$ cat src/rtl/ctrl_pkg.sv
`default_nettype none
// +------------------------------------------------------------------+
// | ctrl_pkg : shared types and constants for the pipeline control   |
// | unit (state encoding, flush counter width, default flush length) |
// | Rev 1.0                                                          |
// +------------------------------------------------------------------+
package ctrl_pkg;

    typedef enum logic [1:0] {
        RUN   = 2'd0,
        FLUSH = 2'd1,
        BUS   = 2'd2
    } state_e;

    localparam int unsigned c_FLUSH_CNT_W      = 4;
    localparam int unsigned c_FLUSH_CYCLES_DEF = 2;
    localparam int unsigned c_STAT_W           = 32;

endpackage : ctrl_pkg
`default_nettype wire

$ cat src/rtl/ctrl_if.sv
`default_nettype none
// +------------------------------------------------------------------+
// | ctrl_if : execute-stage / bus-master side of the control unit    |
// | (redirect, hold, bus-hold handshake and pipeline control).       |
// | Rev 1.0                                                          |
// +------------------------------------------------------------------+
interface ctrl_if #(
    parameter int unsigned ADDR_W = 32
);
    logic [ADDR_W-1:0] jump_addr2ctrl;
    logic              jump_en2ctrl;
    logic              hold2ctrl;
    logic              bus_hold_req;
    logic              bus_hold_ack;
    logic              jump_en2pc;
    logic [ADDR_W-1:0] jump_addr2pc;
    logic              flush2pipe;
    logic              hold_flag;

    modport master (
        output jump_addr2ctrl, jump_en2ctrl, hold2ctrl, bus_hold_req,
        input  bus_hold_ack, jump_en2pc, jump_addr2pc, flush2pipe, hold_flag
    );

    modport slave (
        input  jump_addr2ctrl, jump_en2ctrl, hold2ctrl, bus_hold_req,
        output bus_hold_ack, jump_en2pc, jump_addr2pc, flush2pipe, hold_flag
    );
endinterface : ctrl_if
`default_nettype wire

$ cat src/rtl/ctrl_stats.sv
`default_nettype none
// +------------------------------------------------------------------+
// | ctrl_stats : wrapping redirect / hold-cycle event counters.      |
// | Instantiated by ctrl only when CTRL_STATS_EN is defined.         |
// | Rev 1.0                                                          |
// +------------------------------------------------------------------+
module ctrl_stats
    import ctrl_pkg::*;
(
    input  logic                clk,
    input  logic                rst,
    input  logic                jump_en_i,
    input  logic                hold_i,
    output logic [c_STAT_W-1:0] redirect_cnt_o,
    output logic [c_STAT_W-1:0] hold_cnt_o
);
    logic [c_STAT_W-1:0] redirect_cnt_q;
    logic [c_STAT_W-1:0] hold_cnt_q;

    always_ff @(posedge clk or posedge rst) begin
        if (rst) begin
            redirect_cnt_q <= '0;
            hold_cnt_q     <= '0;
        end else begin
            if (jump_en_i) begin
                redirect_cnt_q <= redirect_cnt_q + c_STAT_W'(1);
            end
            if (hold_i) begin
                hold_cnt_q <= hold_cnt_q + c_STAT_W'(1);
            end
        end
    end

    assign redirect_cnt_o = redirect_cnt_q;
    assign hold_cnt_o     = hold_cnt_q;

endmodule : ctrl_stats
`default_nettype wire

$ cat src/rtl/ctrl.sv
`default_nettype none
// +------------------------------------------------------------------+
// | ctrl : pipeline control unit - registered PC redirect, multi-    |
// | cycle flush, bus-hold arbitration and combinational hold flag.   |
// | Optional event counters when CTRL_STATS_EN is defined.           |
// | Rev 1.0                                                          |
// +------------------------------------------------------------------+
module ctrl
    import ctrl_pkg::*;
#(
    parameter int unsigned FLUSH_CYCLES = c_FLUSH_CYCLES_DEF,
    parameter int unsigned ADDR_W       = 32
) (
    input  logic         clk,
    input  logic         rst,
    ctrl_if.slave        io
`ifdef CTRL_STATS_EN
    ,
    output logic [c_STAT_W-1:0] redirect_cnt,
    output logic [c_STAT_W-1:0] hold_cnt
`endif
);
    localparam logic [c_FLUSH_CNT_W-1:0] c_CNT_LOAD = c_FLUSH_CNT_W'(FLUSH_CYCLES - 1);

    state_e                   state_q, state_d;
    logic [c_FLUSH_CNT_W-1:0] cnt_q, cnt_d;
    logic                     jump_en_q, jump_en_d;
    logic [ADDR_W-1:0]        addr_q, addr_d;
    logic                     flush_q, flush_d;
    logic                     ack_q, ack_d;
    logic                     hold_flag;

    always_ff @(posedge clk or posedge rst) begin
        if (rst) begin
            state_q   <= RUN;
            cnt_q     <= '0;
            jump_en_q <= 1'b0;
            addr_q    <= '0;
            flush_q   <= 1'b0;
            ack_q     <= 1'b0;
        end else begin
            state_q   <= state_d;
            cnt_q     <= cnt_d;
            jump_en_q <= jump_en_d;
            addr_q    <= addr_d;
            flush_q   <= flush_d;
            ack_q     <= ack_d;
        end
    end

    always_comb begin
        state_d   = state_q;
        cnt_d     = cnt_q;
        jump_en_d = 1'b0;
        addr_d    = addr_q;
        flush_d   = 1'b0;
        ack_d     = 1'b0;
        case (state_q)
            RUN: begin
                // Redirect beats a simultaneous bus request; the request waits.
                if (io.jump_en2ctrl) begin
                    jump_en_d = 1'b1;
                    addr_d    = io.jump_addr2ctrl;
                    flush_d   = 1'b1;
                    cnt_d     = c_CNT_LOAD;
                    state_d   = FLUSH;
                end else if (io.bus_hold_req) begin
                    ack_d   = 1'b1;
                    state_d = BUS;
                end
            end
            FLUSH: begin
                if (cnt_q == '0) begin
                    state_d = RUN;
                end else begin
                    cnt_d   = cnt_q - c_FLUSH_CNT_W'(1);
                    flush_d = 1'b1;
                end
            end
            BUS: begin
                if (io.bus_hold_req) begin
                    ack_d = 1'b1;
                end else begin
                    state_d = RUN;
                end
            end
            default: begin
                state_d = RUN;
            end
        endcase
    end

    assign hold_flag = (io.hold2ctrl & ~io.jump_en2ctrl & ~flush_q) | ack_q;

    assign io.hold_flag    = hold_flag;
    assign io.jump_en2pc   = jump_en_q;
    assign io.jump_addr2pc = addr_q;
    assign io.flush2pipe   = flush_q;
    assign io.bus_hold_ack = ack_q;

`ifdef CTRL_STATS_EN
    ctrl_stats u_stats (
        .clk            (clk),
        .rst            (rst),
        .jump_en_i      (jump_en_q),
        .hold_i         (hold_flag),
        .redirect_cnt_o (redirect_cnt),
        .hold_cnt_o     (hold_cnt)
    );
`endif

endmodule : ctrl
`default_nettype wire

$ cat src/flat_wrapper.sv
// flat-port wrapper written by rule: the top's interface ports become plain ports
module ctrl_flat import ctrl_pkg::*;
#(
    parameter int unsigned FLUSH_CYCLES = c_FLUSH_CYCLES_DEF,
    parameter int unsigned ADDR_W       = 32
)
  (clk, rst, io_jump_addr2ctrl, io_jump_en2ctrl, io_hold2ctrl, io_bus_hold_req, io_bus_hold_ack, io_jump_en2pc, io_jump_addr2pc, io_flush2pipe, io_hold_flag);
  ctrl_if #(.ADDR_W(ADDR_W)) io_i ();
  input  logic clk;
  input  logic rst;
  input wire logic [$bits(io_i.jump_addr2ctrl)-1:0] io_jump_addr2ctrl;
  input wire logic [$bits(io_i.jump_en2ctrl)-1:0] io_jump_en2ctrl;
  input wire logic [$bits(io_i.hold2ctrl)-1:0] io_hold2ctrl;
  input wire logic [$bits(io_i.bus_hold_req)-1:0] io_bus_hold_req;
  output wire logic [$bits(io_i.bus_hold_ack)-1:0] io_bus_hold_ack;
  output wire logic [$bits(io_i.jump_en2pc)-1:0] io_jump_en2pc;
  output wire logic [$bits(io_i.jump_addr2pc)-1:0] io_jump_addr2pc;
  output wire logic [$bits(io_i.flush2pipe)-1:0] io_flush2pipe;
  output wire logic [$bits(io_i.hold_flag)-1:0] io_hold_flag;
  assign io_i.jump_addr2ctrl = io_jump_addr2ctrl;
  assign io_i.jump_en2ctrl = io_jump_en2ctrl;
  assign io_i.hold2ctrl = io_hold2ctrl;
  assign io_i.bus_hold_req = io_bus_hold_req;
  assign io_bus_hold_ack = io_i.bus_hold_ack;
  assign io_jump_en2pc = io_i.jump_en2pc;
  assign io_jump_addr2pc = io_i.jump_addr2pc;
  assign io_flush2pipe = io_i.flush2pipe;
  assign io_hold_flag = io_i.hold_flag;
  ctrl #(.FLUSH_CYCLES(FLUSH_CYCLES), .ADDR_W(ADDR_W)) u_core (.clk(clk), .rst(rst), .io(io_i));
endmodule
$ cat config.mk
export PLATFORM = sky130hd
export DESIGN_NAME = ctrl_flat
export DESIGN_NICKNAME = d
export VERILOG_FILES = /design/src/rtl/ctrl_pkg.sv /design/src/rtl/ctrl_if.sv /design/src/rtl/ctrl_stats.sv /design/src/rtl/ctrl.sv /design/src/flat_wrapper.sv
export SDC_FILE = /design/constraint.sdc
export NUM_CORES = 1
export LEC_CHECK = 0
export ABC_AREA = 1
export BUFFER_PORTS_ARGS = -buffer_cell sky130_fd_sc_hd__buf_4
export CORE_ASPECT_RATIO = 0.7
export CORE_UTILIZATION = 45
export DETAILED_ROUTE_END_ITERATION = 8
export MAX_ROUTING_LAYER = met4
export PLACE_DENSITY = 0.83
export SLEW_MARGIN = 0
export SYNTH_ARGS = -nofsm -noshare
export SYNTH_HDL_FRONTEND = slang
export SYNTH_HIERARCHICAL = 1
export SYNTH_SLANG_ARGS = --single-unit
$ cat constraint.sdc
create_clock -name clk -period 1.3 [get_ports clk]
set_input_delay 0.13 -clock clk [delete_from_list [all_inputs] [get_ports clk]]
set_output_delay 0.13 -clock clk [all_outputs]
set_load 0.005 [all_outputs]
## After elaboration in Yosys (flattened, before gate mapping)

Cells that the tools add are included.

| word-level totals | value |
|---|---|
| flip-flop bits (word level) | 41 |
| word-level logic and storage cells | 40 |
| input bits | 37 |
| output and inout bits | 36 |

| operators by class | value |
|---|---|
| equal/unequal tests | 7 |
| $add $sub $neg | 1 |
| bitwise logic cells | 5 |
| reductions and logical operators | 6 |
| mux-type cells | 15 |

Operators by type and width:

| kind | count |
|---|---|
| $mux W2 | 4 |
| $mux W4 | 2 |
| $pmux W4 S2 | 1 |
| $ne A2 B2 Y1 const B | 3 |
| $pmux W2 S3 | 1 |
| $reduce_and A3 Y1 | 2 |
| $mux W1 | 5 |
| $logic_not A4 Y1 | 1 |
| $pmux W1 S2 | 2 |
| $sub A4 B1 Y4 const B | 1 |
| $ne A3 B3 Y1 const B | 1 |
| $and A1 B1 Y1 | 2 |
| $eq A2 B1 Y1 const B | 1 |
| $eq A2 B2 Y1 const B | 1 |
| $logic_not A2 Y1 | 1 |
| $ne A2 B1 Y1 const B | 1 |
| $not A1 Y1 | 2 |
| $reduce_and A2 Y1 | 1 |
| $reduce_bool A2 Y1 | 1 |
| $or A1 B1 Y1 | 1 |

## Depth between registers and ports, before layout

Gate-level depths: netlist of the first run.

| logic depth | value |
|---|---|
| word-level depth | 4 |
| gate-level depth with buffers | 7 |
| gate-level depth less buffers | 7 |

## Worst setup path after synthesis of the first run

Ideal clock, no wire load.

| timing path | value |
|---|---|
| path type | register to register |
| start point | register u_core.cnt_q[0] |
| end point | register u_core.cnt_q[3] |
| cell stages (with the launch flop) | 6 |
| setup time | 0.125 ns |
| path slack | 0.200 ns |
| path buffers | 0 |
| clock period less this slack | 1.100 ns |
| arrival | 0.975 ns |
| data required time | 1.175 ns |
| cell sequence | dfrtp_1 > inv_1 > ha_1 > nand2_1 > a21oi_2 > o21ai_1 |

| on the way | value |
|---|---|
| word-level cells in the longest chain between the ends | 3 |
| elaborated cells on any way between the ends | 6 |
| those cells by class | 1 x add/sub; 1 x eq/ne; 2 x mux; 2 x reduce/logical |

RTL lines:

| item | RTL line | RTL |
|---|---|---|
| from (decl) | ctrl.sv:26 | `logic [c_FLUSH_CNT_W-1:0] cnt_q, cnt_d;` |
| from (signal assigned) | ctrl.sv:43 | `cnt_q <= cnt_d;` |
| $sub A4 B1 Y4 or $logic_not A4 Y1 (tied branches) | ctrl.sv:76, ctrl.sv:73 |  |
| $mux W4 or $ne A2 B2 Y1 (tied branches) | - |  |
| $pmux W4 S2 or $reduce_and A3 Y1 (tied branches) | - |  |

Parallel ways exist; a longest one is shown, timed or not. The select of a mux whose other input is x is not followed.
A chain may end at the register's enable or synchronous reset.

## Worst setup path in the final report of the first run

| timing path | value |
|---|---|
| start point | register u_core.state_q[1] |
| end point | register u_core.cnt_q[1] |

| on the way | value |
|---|---|
| word-level cells in the longest chain between the ends | 3 |
| elaborated cells on any way between the ends | 7 |
| those cells by class | 3 x eq/ne; 1 x mux; 3 x reduce/logical |

RTL lines:

| item | RTL line | RTL |
|---|---|---|
| from (decl) | ctrl.sv:25 | `state_e state_q, state_d;` |
| from (signal assigned) | ctrl.sv:42 | `state_q <= state_d;` |
| $eq A2 B1 Y1 or $logic_not A2 Y1 (tied branches) | ctrl.sv:58 | `case (state_q)` |
| $ne A2 B2 Y1 (no source line) or $reduce_bool A2 Y1 (tied branches) | - |  |
| $reduce_and A3 Y1 (no source line) | - |  |

Parallel ways exist; a longest one is shown, timed or not.

==> results of run 1 <==
[logic make-up (layout without fill, tap and decap cells)]
| family | count (synthesis) | after routing | share of synthesized area |
|---|---|---|---|
| buf+inv | 15 | 96 | 0.0444 |
| flops | 41 | 41 | 0.617 |
| fa+ha+maj | 2 | 2 | 0.0150 |
| simple gates | 120 | 120 | 0.305 |
| compound gates | 4 | 4 | 0.0143 |
| xor+xnor | 1 | 1 | 0.00526 |
[worst max-delay path, stage by stage, from the launching register on]
cell and delay [ns]:
sky130_fd_sc_hd__dfrtp_1 0.42, sky130_fd_sc_hd__inv_2 0.07, sky130_fd_sc_hd__nand2_2 0.09, sky130_fd_sc_hd__nor2_8 0.20, sky130_fd_sc_hd__inv_6 0.14, sky130_fd_sc_hd__nand2_4 0.10
sky130_fd_sc_hd__nand2_1 0.05, sky130_fd_sc_hd__o21ai_1 0.06
[area by class of cell]
class | count | area share
clock buffer | 7 | 0.0399
clock inverter | 1 | 0.00207
inverter | 9 | 0.0161
multi-input combinational | 127 | 0.237
sequential | 41 | 0.425
tap | 50 | 0.0259
timing repair buffer | 79 | 0.254
[per-layer routing]
| layer | track usage | share of wire |
|---|---|---|
| met1 | 0.267 | 0.48 |
| met5 | - | 0 |
| met4 | 0.0472 | 0 |
| met2 | 0.308 | 0.47 |
| met3 | 0.0514 | 0.052 |
[sequential cells by signal (all words and copies together), names as in the netlist]
register	cells
u_core/cnt_q	4
u_core/io.jump_addr2pc	32
u_core/io.jump_en2pc	1
u_core/io.bus_hold_ack	1
u_core/io.flush2pipe	1
u_core/state_q	2
[worst max-delay path by stage]
stage,end,depth (start not counted),slack (ns),startpoint
2_1_floorplan,u_core/cnt_q[3]$_DFFE_PP0P_,5,0.20,u_core/cnt_q[0]$_DFFE_PP0P_
3_3_place_gp,u_core/cnt_q[2]$_DFFE_PP0P_,7,0.11,u_core/state_q[1]$_DFFE_PP0P_
3_5_place_dp,u_core/cnt_q[1]$_DFFE_PP0P_,7,0.05,u_core/state_q[1]$_DFFE_PP0P_
4_1_cts,u_core/cnt_q[1]$_DFFE_PP0P_,7,0.04,u_core/state_q[1]$_DFFE_PP0P_
5_1_grt,u_core/cnt_q[2]$_DFFE_PP0P_,7,-0.01,u_core/state_q[1]$_DFFE_PP0P_
6_report,u_core/cnt_q[1]$_DFFE_PP0P_,7,0.1,u_core/state_q[1]$_DFFE_PP0P_
[what timing repair did]
action                                  CTS  global route
setup buffers                             0             2
hold buffers                              1             0
hold endpoints to repair                 41             0
endpoints found under the setup margin    0            26
gates resized for setup                   0             3
[power by group through the flow]
stage | Clock (uW) | Combinational, uW | Sequential [uW]
global route | 964 | 2540 | 2320
global placement | 0 | 2130 | 2240
detailed placement | 0 | 2220 | 2250
finish | 885 | 2270 | 2240
floorplan | 0 | 1070 | 2250
CTS | 904 | 2220 | 2240
[layout by cell type, fill, tap and decap left out]
master                          count
sky130_fd_sc_hd__ha_1               2
sky130_fd_sc_hd__a21oi_1            1
sky130_fd_sc_hd__nand3_1            3
sky130_fd_sc_hd__nand2_4            2
sky130_fd_sc_hd__and3_2             2
sky130_fd_sc_hd__nor2_4             1
sky130_fd_sc_hd__xor2_1             1
sky130_fd_sc_hd__clkinv_2           1
sky130_fd_sc_hd__clkbuf_8           7
sky130_fd_sc_hd__inv_1              6
sky130_fd_sc_hd__o21ai_1            2
sky130_fd_sc_hd__or2_2              1
sky130_fd_sc_hd__dlygate4sd3_1      1
sky130_fd_sc_hd__nor2_1             4
sky130_fd_sc_hd__buf_4             76
sky130_fd_sc_hd__inv_6              1
sky130_fd_sc_hd__inv_2              2
sky130_fd_sc_hd__nand2_2            1
sky130_fd_sc_hd__nor2_8             1
sky130_fd_sc_hd__dfrtp_1           41
sky130_fd_sc_hd__nand2_1          104
sky130_fd_sc_hd__buf_6              1
sky130_fd_sc_hd__nor3_1             1
sky130_fd_sc_hd__buf_12             1
sky130_fd_sc_hd__a21oi_4            1
[stage by stage]
stage           util  area, um2  setup WS [ns]
6_report       0.682       2410         0.0951
5_1_grt        0.682       2410        -0.0113
4_1_cts        0.674       2380         0.0360
3_5_place_dp   0.643       2270         0.0460
3_3_place_gp   0.643       2270          0.114
2_1_floorplan      -       1660          0.200
==> impl_summary.log, run 1 <==
[metrics] overall die height: 52.9 um
[metrics] length of the first detailed-routing pass in iterations: 4
[metrics] hold_sp: io_jump_addr2ctrl[13]
[metrics] overall track demand over capacity in global routing: 0.200
[metrics] NetSw: 1890 uW
[metrics] number of instances on the worst hold path: 3
[metrics] row count: 18
[metrics] cell type with the largest total area after synthesis: sky130_fd_sc_hd__dfrtp_1
[metrics] antenna violations before repair: 0
[metrics] largest fanout on the critical path: 34
[metrics] post-route clock skew: between 0.004 and 0.005 ns
[metrics] Die Area: approximately 3900 um2
[metrics] total of buffers placed on input and output ports: 72
[metrics] total of flip-flops plus latches after synthesis: 41
[metrics] antenna diode count: 0
[metrics] maximum vdd drop: 1080 uV
[metrics] total power density per cell area: 2240 nW/um2
[metrics] first-pass GRT wire length: roughly 5.6 mm
[metrics] Seq. cell area: 1030 um2
[metrics] cell total after placement: 303
[metrics] Tightest Pin Transition: 0.254 ns
[metrics] clock period minus final worst setup slack: 1.20 ns
[metrics] standard cell core area: roughly 3500 um2
[metrics] Clock transition at path regs: about 0.08 ns
[metrics] result of the run: completed
[metrics] Die W: 74.7 um
[metrics] share of post-route cells with drive strength above 1: 0.371
[metrics] top cells by area, synth: sky130_fd_sc_hd__dfrtp_1, sky130_fd_sc_hd__nand2_1, sky130_fd_sc_hd__ha_1
[metrics] max frequency: 0.830 GHz
[metrics] setup violation total in the final timing report: 0
[metrics] switching share of power: 0.350
[metrics] gr ovfl total: 0
[metrics] kind of critical path: reg -> reg
[metrics] number of max-slew violations in the final report: 0
[metrics] required time of the critical path: approximately 1.5 ns
[metrics] kind of end point of the critical path: flip-flop
[metrics] combinational power share: 0.421
[metrics] Yosys cell types: 21
[metrics] area of the mapped netlist: 1660 um2
[metrics] most frequently used flop master after synthesis: sky130_fd_sc_hd__dfrtp_1
[metrics] Post-Synthesis Cells: around 180
[metrics] worst-case reg-to-reg path depth: 7
[metrics] IO Pins: 73
[metrics] Tcrit/Tclk final: 0.927
[metrics] Starting Density: 0.471
[metrics] most frequent cell after synthesis: sky130_fd_sc_hd__nand2_1
[metrics] total vias in the final route: about 1.4k
[metrics] Leakage: 0.00137 uW
[metrics] Post-synth EDFFs: 0
[metrics] hold-critical path endpoint: u_core/io.jump_addr2pc[13]$_DFFE_PP0P_
[metrics] relative area change from synthesis to final layout: 45.0%
[metrics] power share of the sequential group: 0.415
[metrics] internal power: 3510 uW
[metrics] Remaining DRCs: 0
[metrics] commonest cells in the synthesized netlist: sky130_fd_sc_hd__nand2_1, sky130_fd_sc_hd__dfrtp_1, sky130_fd_sc_hd__inv_1
[metrics] Routability Congestion: 0.817
[metrics] number of global-route vias before repair: 1282
[metrics] aggregate negative setup slack: 0 ns
[metrics] portion of total power attributed to the clock network: 0.164
[metrics] area share of the largest cell type after synthesis: 0.617
[metrics] master cell of the clock root buffer: sky130_fd_sc_hd__clkbuf_8
[metrics] total CTS buffers: 5
[metrics] half-perimeter wire length of the detailed placement result: 2.56 mm
[metrics] maximum capacitance violations: 0
[metrics] number of warnings printed during yosys synthesis: 6
[metrics] worst-case headroom to the max-slew limit: 0.830
[metrics] proportion of synthesized chip area in sequential cells: 0.617
[metrics] worst endpoint data arrival time: about 1.4 ns
[metrics] CTS tree: built
[metrics] via-per-instance ratio: approximately 4.5
[metrics] type of element launching the critical path: flip-flop
[metrics] antenna violation net count after detailed routing: 0
[metrics] maximum number of pins on one net before global-route repair: 42
[metrics] overall power consumption: 5400 uW
[metrics] launch instance of the worst register-to-register path: u_core/state_q[1]$_DFFE_PP0P_
[metrics] Hold Worst Slack: 0.0406 ns
[metrics] aggregate routed wire length: 3.62 mm
[metrics] buffer levels on the longest clock path: 2
[metrics] starting DRC count in detailed routing: 65
[metrics] Sinks on Clock Net: 41
[metrics] net count of the finished layout: 302
[metrics] async set or reset register ratio after synthesis: 1.00
[metrics] final cell count without fillers: 314
[metrics] average wire per standard cell: 11.5 um
[metrics] mean instance size in the synthesized netlist: 9.09 um2
[metrics] area used by multi-input combinational logic: 572 um2
[metrics] hold crit path type: in -> reg
[metrics] later-pin clock latency in the skew report: 0.28 ns
[metrics] capture point of the worst reg-to-reg path: u_core/cnt_q[1]$_DFFE_PP0P_
[metrics] total nets after synthesis: 222
[metrics] count of filler cells inserted in the layout: 283
[metrics] number of levels the H-tree was split into: 2
[metrics] Hold Vio Cnt, Final: 0
[metrics] worst reg2reg setup slack: approximately 0.095 ns
Power figures use the tool's default switching activity.
==> run 2, diff against run 1 <==
--- a/config.mk
+++ b/config.mk
@@ -7,7 +7,7 @@
 export LEC_CHECK = 0
 export ABC_AREA = 1
 export BUFFER_PORTS_ARGS = -buffer_cell sky130_fd_sc_hd__buf_4
-export CORE_ASPECT_RATIO = 0.7
+export CORE_ASPECT_RATIO = 0.9
 export CORE_UTILIZATION = 45
 export DETAILED_ROUTE_END_ITERATION = 8
 export MAX_ROUTING_LAYER = met4
==> impl_summary.log, run 2 (same netlist as run 1, synthesis figures left out) <==
[metrics] antenna diode count: 0
[metrics] share of post-route cells with drive strength above 1: 0.368
[metrics] setup bufs post-CTS: 0
[metrics] aggregate routed wire length: between 3 and 4 mm
[metrics] setup violation total in the final timing report: 0
[metrics] master cell of the clock root buffer: sky130_fd_sc_hd__clkbuf_8
[metrics] total of buffers placed on input and output ports: just over 70
[metrics] overall track demand over capacity in global routing: 0.208
[metrics] worst endpoint data arrival time: 1.10 ns
[metrics] maximum number of pins on one net before global-route repair: 42
[metrics] Tightest Pin Transition: 0.494 ns
[metrics] largest fanout on the critical path: 2
[metrics] max frequency: 0.816 GHz
[metrics] total CTS buffers: 5
[metrics] Clock transition at path regs: 0.07 ns
[metrics] most common cell after layout, fill and taps aside: sky130_fd_sc_hd__nand2_1
[metrics] starting DRC count in detailed routing: 72
[metrics] net count of the finished layout: 299
[metrics] required time of the critical path: 1.17 ns
[metrics] half-perimeter wire length of the detailed placement result: 2.51 mm
[metrics] number of max-slew violations in the final report: 0
[metrics] first-pass GRT wire length: approximately 5.7 mm
[metrics] commonest cells after routing, fill and taps aside: sky130_fd_sc_hd__nand2_1, sky130_fd_sc_hd__buf_4, sky130_fd_sc_hd__dfrtp_1, sky130_fd_sc_hd__clkbuf_8, sky130_fd_sc_hd__inv_1
[metrics] hold crit path type: in -> reg
[metrics] number of global-route vias before repair: 1295
[metrics] gr ovfl total: 0
[metrics] kind of end point of the critical path: output pin
[metrics] Sinks on Clock Net: between 40 and 50
[metrics] post-route clock skew: 0.00513 ns
[metrics] Die W: 66.1 um
[metrics] met1 wire length: between 1.5 and 2 mm
[metrics] Starting Density: 0.482
[metrics] buffer levels on the longest clock path: 2
[metrics] final design area excluding fillers: 2390 um2
[metrics] total power density per cell area: around 2300 nW/um2
[metrics] result of the run: completed
[metrics] type of element launching the critical path: flip-flop
[metrics] uppermost layer routed: met4
[metrics] Area after DPL: 2240 um2
[metrics] antenna violation net count after detailed routing: 0
[metrics] average wire per standard cell: 11.6 um
[metrics] antenna violations before repair: 0
[metrics] maximum capacitance violations: 0
[metrics] Die Area: 3950 um2
[metrics] Remaining DRCs: 0
[metrics] met2 wirelength from detailed routing: about 1.7 mm
[metrics] RSZ-0062 raised after global routing: false
[metrics] flip-flop count of the largest register, all copies and words added: 32
[metrics] via-per-instance ratio: 4.66
[metrics] length of the first detailed-routing pass in iterations: 4
[metrics] total vias in the final route: between 1k and 1.5k
[metrics] maximum vdd drop: 1150 uV
[metrics] Hold Vio Cnt, Final: 0
[metrics] kind of critical path: reg -> out
[metrics] Hold Worst Slack: 0.0278 ns
[metrics] row count: 20
[metrics] number of levels the H-tree was split into: 2
[metrics] IO Pins: 73
[metrics] count of filler cells inserted in the layout: 291
[metrics] standard cell core area: around 3500 um2
[metrics] worst-case headroom to the max-slew limit: 0.670
[metrics] aggregate negative setup slack: 0 ns
[metrics] clock period minus final worst setup slack: 1.23 ns
[metrics] Tcrit/Tclk final: 0.943
[metrics] detailed route wirelength on metal3: about 260 um
[metrics] relative area change from synthesis to final layout: 43.9%
[metrics] Routability Congestion: 0.730
[metrics] Leakage: 0.00136 uW
[metrics] overall die height: 59.7 um
[metrics] later-pin clock latency in the skew report: around 0.30 ns
[metrics] CTS tree: built
[run 2: stage by stage]
stage	power, uW	utilization	setup WS [ns]	instances
2_1_floorplan	3320	-	0.200	183
3_3_place_gp	4350	0.650	0.106	296
3_5_place_dp	4430	0.650	0.0656	296
4_1_cts	5650	0.692	0.0529	305
5_1_grt	6060	0.693	0.00282	305
6_report	5610	0.693	0.0738	305
[run 2: timing repair]
| action | in CTS | in global routing |
|---|---|---|
| resized for setup | 0 | 3 |
| hold buffers | 1 | 0 |
| endpoints found under the hold margin | 41 | 0 |
| endpoints found under the setup margin | 0 | 16 |
[run 2: layout make-up]
cell class / instances / area (um2) / share of cell area
inverter: 9 / 38.8 / 0.0162
tap: 44 / 55.1 / 0.0230
clock buffer: 5 / 68.8 / 0.0287
timing repair buffer: 76 / 577 / 0.241
multi-input combinational: 127 / 564 / 0.236
sequential: 41 / 1030 / 0.428
clock inverter: 3 / 65.1 / 0.0272
[run 2: final timing paths]
kind,start,endpoint,slack (ns),depth (start not counted)
max,u_core/io.bus_hold_ack$_DFF_PP0_,io_hold_flag,0.07,2
min,io_jump_addr2ctrl[12],u_core/io.jump_addr2pc[12]$_DFFE_PP0P_,0.03,3
max reg2reg,u_core/state_q[1]$_DFFE_PP0P_,u_core/cnt_q[2]$_DFFE_PP0P_,0.10,7
min reg2reg,u_core/io.jump_addr2pc[21]$_DFFE_PP0P_,u_core/io.jump_addr2pc[21]$_DFFE_PP0P_,0.48,2
max in group asynchronous,rst,u_core/io.jump_addr2pc[2]$_DFFE_PP0P_,0.45,4
min in group asynchronous,rst,u_core/io.jump_addr2pc[5]$_DFFE_PP0P_,0.51,4
[run 2: critical path, stage by stage, from the launching register on]
cell and delay (ns):
sky130_fd_sc_hd__dfrtp_1 0.38, sky130_fd_sc_hd__or2_2 0.29, sky130_fd_sc_hd__buf_4 0.13
[run 2: layer usage]
layer | up-vias | track usage
met2 | 51 | 0.322
li1 | 700 | -
met4 | 0 | 0.0760
met1 | 663 | 0.250
met5 | - | -
met3 | 7 | 0.0782
[run 2: power breakdown]
part	switching, uW	internal [uW]	leakage, uW	total [uW]
sequential	359	1860	0.000510	2220
combinational	1070	1120	0.000786	2190
clock	436	762	0.0000681	1200
total	1870	3740	0.00136	5610
